File: config.mk
export PLATFORM = sky130hd
export DESIGN_NAME = unified_mem_arbiter
export DESIGN_NICKNAME = d
export VERILOG_FILES = /design/src/rtl/unified_mem_arbiter.sv
export SDC_FILE = /design/constraint.sdc
export NUM_CORES = 1
export LEC_CHECK = 0
export BUFFER_PORTS_ARGS = -buffer_cell sky130_fd_sc_hd__buf_2
export CORE_ASPECT_RATIO = 1.1
export CORE_MARGIN = 10
export CORE_UTILIZATION = 42
export CTS_BUF_LIST = sky130_fd_sc_hd__clkbuf_8
export DETAILED_ROUTE_END_ITERATION = 6
export MAX_ROUTING_LAYER = met4
export PLACE_DENSITY = 0.83
export SETUP_SLACK_MARGIN = 0.4
export SLEW_MARGIN = 20
export SYNTH_ARGS = -nofsm -noshare
export SYNTH_HDL_FRONTEND = slang
export SYNTH_SLANG_ARGS = --single-unit
File: constraint.sdc
create_clock -name clk -period 2.37 [get_ports clk]
set_input_delay 0.3555 -clock clk [delete_from_list [all_inputs] [get_ports clk]]
set_output_delay 0.3555 -clock clk [all_outputs]
set_load 0.01 [all_outputs]
File: src/rtl/unified_mem_arbiter.sv
`default_nettype none
// ----------------------------------------------------------------------------
// unified_mem_arbiter: sequences data access then instruction fetch onto one
// single-port memory, stalling the pipeline and buffering both read results.
// Revision: 1.0
// ----------------------------------------------------------------------------
module unified_mem_arbiter #(
    parameter int CNT_W = 16
) (
    input  logic             clk,
    input  logic             rst,
    input  logic [31:0]      inst_ad,
    input  logic [31:0]      mem_ad,
    input  logic [31:0]      mem_write_data,
    input  logic             datamem_mem_read,
    input  logic             datamem_mem_write,
    output logic [31:0]      inst,
    output logic [31:0]      readdata,
    output logic             mem_stall,
    output logic             mem_req,
    output logic             mem_we,
    output logic [31:0]      mem_addr,
    output logic [31:0]      mem_wdata,
    input  logic [31:0]      mem_rdata,
    input  logic             mem_ready,
    output logic [CNT_W-1:0] stall_cnt
);

    typedef enum logic [1:0] {
        PH_D = 2'd0,
        PH_I = 2'd1,
        REL  = 2'd2
    } state_t;

    localparam logic [CNT_W-1:0] CNT_MAX = '1;

    state_t            state_q, state_d;
    logic [31:0]       inst_q, inst_d;
    logic [31:0]       readdata_q, readdata_d;
    logic [CNT_W-1:0]  cnt_q, cnt_d;
    logic              dop;

    always_comb begin
        dop        = datamem_mem_read | datamem_mem_write;
        state_d    = state_q;
        inst_d     = inst_q;
        readdata_d = readdata_q;
        mem_req    = 1'b0;
        mem_we     = 1'b0;
        mem_addr   = 32'h0;
        mem_wdata  = 32'h0;
        mem_stall  = 1'b1;

        case (state_q)
            PH_D: begin
                mem_req = 1'b1;
                if (dop) begin
                    // Read+write together is treated as a store: no load capture.
                    mem_we    = datamem_mem_write;
                    mem_addr  = mem_ad;
                    mem_wdata = mem_write_data;
                    if (mem_ready) begin
                        if (!datamem_mem_write) readdata_d = mem_rdata;
                        state_d = PH_I;
                    end
                end else begin
                    mem_addr = inst_ad;
                    if (mem_ready) begin
                        inst_d  = mem_rdata;
                        state_d = REL;
                    end
                end
            end
            PH_I: begin
                mem_req  = 1'b1;
                mem_addr = inst_ad;
                if (mem_ready) begin
                    inst_d  = mem_rdata;
                    state_d = REL;
                end
            end
            REL: begin
                mem_stall = 1'b0;
                state_d   = PH_D;
            end
            default: state_d = PH_D;
        endcase

        if (rst) begin
            mem_req   = 1'b0;
            mem_stall = 1'b1;
        end

        cnt_d = (mem_stall && (cnt_q != CNT_MAX)) ? cnt_q + 1'b1 : cnt_q;
    end

    always_ff @(posedge clk) begin
        if (rst) begin
            state_q    <= PH_D;
            inst_q     <= 32'h0;
            readdata_q <= 32'h0;
            cnt_q      <= '0;
        end else begin
            state_q    <= state_d;
            inst_q     <= inst_d;
            readdata_q <= readdata_d;
            cnt_q      <= cnt_d;
        end
    end

    assign inst      = inst_q;
    assign readdata  = readdata_q;
    assign stall_cnt = cnt_q;

endmodule
`default_nettype wire

After elaboration in Yosys (flattened, before gate mapping)
Cells that the tools add are included.
{ "classes": {"addsub": 1, "n_eq_ne": 5, "mux": 17, "bitwise": 2, "reduce_logical": 6} }
{ "ops": {"columns": ["operator", "count"], "rows": [
  ["32-bit 2-to-1 mux", 5],
  ["32-bit one-hot mux with 2 select lines", 2],
  ["16-bit by 1-bit adder with 16-bit output (second input constant)", 1],
  ["16-bit != test (second input constant)", 1],
  ["1-bit 2-to-1 mux", 6],
  ["2-bit 2-to-1 mux", 3],
  ["2-bit one-hot mux with 2 select lines", 1],
  ["4-bit AND reduction", 1],
  ["3-bit != test (second input constant)", 1],
  ["2-bit by 1-bit equality test with 1-bit output (second input constant)", 1],
  ["2-bit equality test (second input constant)", 1],
  ["2-bit logical NOT", 1],
  ["2-bit != test (second input constant)", 1],
  ["2-bit AND reduction", 1],
  ["2-bit nonzero test", 1],
  ["2-bit OR reduction", 1],
  ["1-bit logical AND", 1],
  ["1-bit NOT", 1],
  ["1-bit bitwise OR", 1]
]} }
{ "word_totals": {"reg_bits": 82, "inputBits": 133, "elab_cells": 35} }

Longest topological paths before layout
{ "depth": {"ltp_word": 4, "mapped_depth": 6, "depth_no_buf": 5} }

Worst setup path before layout
OpenSTA, ideal clock, no wires.
{ "synth_path": {"path_type": "reg2reg", "from": "reg cnt_q[0] (netlist: stall_cnt[0])", "to": "reg cnt_q[6] (netlist: stall_cnt[6])", "arrival_ns": 1.645, "slack_ns": 0.602, "stages_incl_launch_ff": 6, "path_cell_list": "dfxtp_1 ha_1 nand4_1 nand2b_1 a311oi_1 mux2_1"} }
{ "synth_between": {"elab_chain_len": 2, "word_cells_on_any_way": 3, "cone_classes": "add/sub (1); eq/ne (1); reduce/logical (1)"} }
{ "synth_lines": {"columns": ["item", "line", "text"], "rows": [
  ["from (decl)", "40", "logic [CNT_W-1:0] cnt_q, cnt_d;"],
  ["from (signal assigned)", "107", "cnt_q <= cnt_d;"],
  ["parallel branches: the longest is 2 deep, another holds 16-bit by 1-bit adder with 16-bit output", null, null]
]} }
Several ways; the timed one is not identified.
A chain may end at the register's enable or synchronous reset.

Worst setup path in the final report
{ "layout_path": {"from": "reg cnt_q[0] (netlist: stall_cnt[0])", "to": "reg cnt_q[3] (netlist: stall_cnt[3])"} }
The elaborated chain is that of the path after synthesis.

==> results <==
- The design draws 3.42 mW.
- The core area is 8830 um^2.
- Synthesis produced a netlist with a net count of 673.
- The path class of the tightest hold or removal check is in2reg.
- For this configuration, the core starts out at a cell density of 43.0%.
- Global routing consumed, over all layers together, 22.3% of the routing resources.
- The required time of the worst setup path is 2.64 ns.
- For hold timing, the worst endpoint is inst[18].
- Entering global routing, the biggest net connects 86 pins.
- Compared with the post-synthesis result, the final layout area differs by 47.6%.
- The peak supply drop is 0.327 mV.
- The clock reaches the later pin of the worst-skew pair after 0.34 ns.
- Input and output buffers added on the ports amount to 279.
- The leakage power is 2.74 nW.
- The ratio of cells with drive above 1 in the final layout is 39.5%.
- The hold path depth is 3.
- The overflow left after global routing is 0.
- By startpoint and endpoint, the worst setup path is classified as reg2reg.
- The net count reported at finish is 940.
- Sequential cells were found to cover 43.2% of the synthesized design area.
- The count of pins over their slew limit came to 0.
- The clock transition time at the flip-flop clock pins of the worst setup and hold paths is 0.09 ns.
- Data on the critical path arrives at its endpoint at 2.17 ns.
- Setup slack on the critical path of the routed design comes to 0.464 ns.
- The first-pass GRT wire length is 24,000 um.
- The total power per unit cell area is 609 nW/um^2.
- The transition at the pin with the smallest max-transition slack is 0.852 ns.
- The number of distinct library cells after synthesis is 37.
- After layout, the minimum clock period comes to 1.91 ns.
- The startpoint identified for the worst register-to-register timing path is stall_cnt[0].
- The fmax is 525 MHz.
- Once detailed placement completed, the half-perimeter wirelength came to 12,100 um.
- The placer congestion estimate is 0.970.
- Across the run, the number of max-cap violations was 0.
- The number of antenna violations at the first check in global routing was 2.
- Net switching is 28.1% of the power.
- The count of final setup violators is 0.
- The cell-internal power is 2.46 mW.
- After synthesis the cells add up to 3800 um^2.
- Measured along the x axis, the die boundary spans 111 um.
- The final critical path takes up 80.4% of the cycle.
- Summed over all layers, the routed wires come to 15,400 um.
- The pre-antenna-repair detailed-routing pass consisted of 5 iterations.
- The sequential share of power is 42.8%.
- The floorplan die height is 120 um.
- The detail-routed net length per standard cell is 16.7 um.
- The sum of negative setup slack is 0 ns.
- The final worst clock skew is 0.0103 ns.
- The clock network burns 34.9% of the power.
- The H-tree was split into 3 levels.
- The synthesized design contains 82 register bits.
- For this design the total switching power over the nets is 0.959 mW.
- The flow ran to the end, and the final reports show no timing, DRC or antenna violations.
- The number of warning messages in the yosys log is 0.
- The minimum setup slack among reg-to-reg paths is 0.46 ns.
- In this run the clock root is driven by a sky130_fd_sc_hd__clkbuf_8.
- The full die area is 13,300 um^2.
- For this run, the share of the core covered by cells in the final layout is 63.5%.
- The setup slack after placement is 0.425 ns.
- The worst setup path is captured at a flip-flop.
- The library cell used most frequently in the layout, excluding fill and tap cells, is sky130_fd_sc_hd__buf_2.
- After detailed routing, the number of vias per cell comes to 5.11.
- The headroom to the max-slew limit is 43.2%.
- In the routed design, unresolved DRC markers number 0.
- Across all layers, the routed design uses 4,734 vias.
- The site row count is 36.
- STA classifies the critical path startpoint as a flip-flop.
- The path depth of the worst reg2reg path is 7.
- The worst reg2reg path endpoint is stall_cnt[3].
- The synthesized instance count is 539.
- The remaining antenna violation count after routing is 0.
- The startpoint of the worst hold path is mem_rdata[18].
- The first element of the critical path is stall_cnt[0].
- The number of DRC violations after detailed-routing iteration 0 is 256.
- The TritonCTS clock tree is done.
- The clock buffer count from CTS is 9.
- The number of failing hold endpoints at the final stage came to 0.
- Leaving out fill and tap cells, the most frequent cells in the layout are sky130_fd_sc_hd__buf_2, sky130_fd_sc_hd__nand2_1, sky130_fd_sc_hd__a21oi_1, sky130_fd_sc_hd__dfxtp_1, sky130_fd_sc_hd__and2_1.
- The maximum number of buffers from clock root to sink is 2.
- The mean instance size in the synthesized netlist is 7.05 um^2.
- The number of global-route vias before repair is 4,592.
- Of the total power, combinational logic draws 22.2%.
- The peak fanout along the critical path is 10.
- Setup repair after global routing could not meet its margin everywhere.
- In this run the count of I/O pins placed on the die edge is 280.
- The TritonCTS sink count is 82.
cell families after synthesis:
logic type | synth area share, %
fa+ha+maj | 0.329
simple gates | 34.0
buf+inv | 4.41
compound gates | 17.2
mux | 0.856
flops | 43.2
cell usage after synthesis (all sizes together):
| library cell | count | share of area, % |
|---|---|---|
| a211oi | 1 | 0.20 |
| a21oi | 106 | 14 |
| a311oi | 1 | 0.23 |
| a31oi | 1 | 0.16 |
| a41oi | 1 | 0.23 |
| and2 | 33 | 5.4 |
| and3 | 1 | 0.16 |
| and3b | 1 | 0.23 |
| and4 | 3 | 0.69 |
| and4b | 1 | 0.26 |
| buf | 6 | 0.76 |
| clkbuf | 33 | 3.3 |
| dfxtp | 82 | 43 |
| ha | 1 | 0.33 |
| inv | 4 | 0.40 |
| mux2 | 2 | 0.59 |
| mux2i | 1 | 0.26 |
| nand2 | 197 | 19 |
| nand2b | 1 | 0.16 |
| nand3 | 8 | 1.1 |
| nand3b | 2 | 0.40 |
| nand4 | 4 | 0.66 |
| nor2 | 8 | 0.79 |
| nor2b | 2 | 0.33 |
| nor3 | 11 | 1.4 |
| nor3b | 2 | 0.40 |
| nor4 | 5 | 1.2 |
| o21a | 1 | 0.20 |
| o21ai | 5 | 0.66 |
| o21ba | 1 | 0.26 |
| o21bai | 1 | 0.20 |
| o311a | 1 | 0.26 |
| o31ai | 4 | 0.79 |
| or3 | 5 | 0.82 |
| or4 | 3 | 0.59 |
critical path: stages, from the launching register on:
cell and delay [ns]:
sky130_fd_sc_hd__dfxtp_2 0.35, sky130_fd_sc_hd__ha_1 0.23, sky130_fd_sc_hd__nand4_1 0.23, sky130_fd_sc_hd__buf_4 0.18
sky130_fd_sc_hd__nor4_4 0.04, sky130_fd_sc_hd__buf_4 0.18, sky130_fd_sc_hd__or4_1 0.46, sky130_fd_sc_hd__a21oi_1 0.15
flip-flops by register name, indices dropped and copies added (netlist names):
register,count
inst,32
readdata,32
state_q,2
stall_cnt,16
layout make-up:
cell class                      count  area, um^2
Tap cell                          114         143
Clock buffer                        9         124
Sequential cell                    82        1650
Inverter                            4        15.0
Timing Repair Buffer              295        1530
Clock inverter                      7         116
Multi-Input combinational cell    414        2030
Fill cell                         812        3220
Antenna cell                        2        5.00
power groups by stage:
stage / Sequential (mW) / Combinational [mW] / Clock [mW]
final: 1.46 / 0.759 / 1.19
after global routing: 1.47 / 0.834 / 1.28
after CTS: 1.46 / 0.763 / 1.21
after detailed placement: 1.49 / 0.746 / 0
after global placement: 1.49 / 0.732 / 0
after floorplan: 1.51 / 0.348 / 0
worst max-delay path by stage:
stage | endpoint | depth (start not counted) | slack (ns)
after floorplan | stall_cnt[6] | 5 | 0.60
after global placement | stall_cnt[1] | 6 | 0.52
after detailed placement | stall_cnt[1] | 6 | 0.43
after CTS | stall_cnt[3] | 6 | 0.40
after global routing | stall_cnt[2] | 7 | 0.34
final | stall_cnt[3] | 7 | 0.46
metal layers:
layer	GRT usage [%]	routed length, um
met3	5.93	1180
met2	37.1	7680
met5	-	0
met4	7.74	304
met1	25.3	6270
through the flow:
stage	std cells	area, um^2	hold slack, ns
floorplan	539	3800	0.481
global placement	906	5290	0.439
detailed placement	906	5290	0.446
CTS	923	5560	0.232
global route	927	5610	0.239
finish	927	5610	0.248
what timing repair did:
action / 4_1_cts / 5_1_grt
hold buffers: 0 / 0
setup buffers: 0 / 2
setup endpoints to repair: 54 / 41
pin swaps: 0 / 1
gates resized for setup: 8 / 7
gates cloned: 1 / 0
Power figures use the tool's default switching activity.
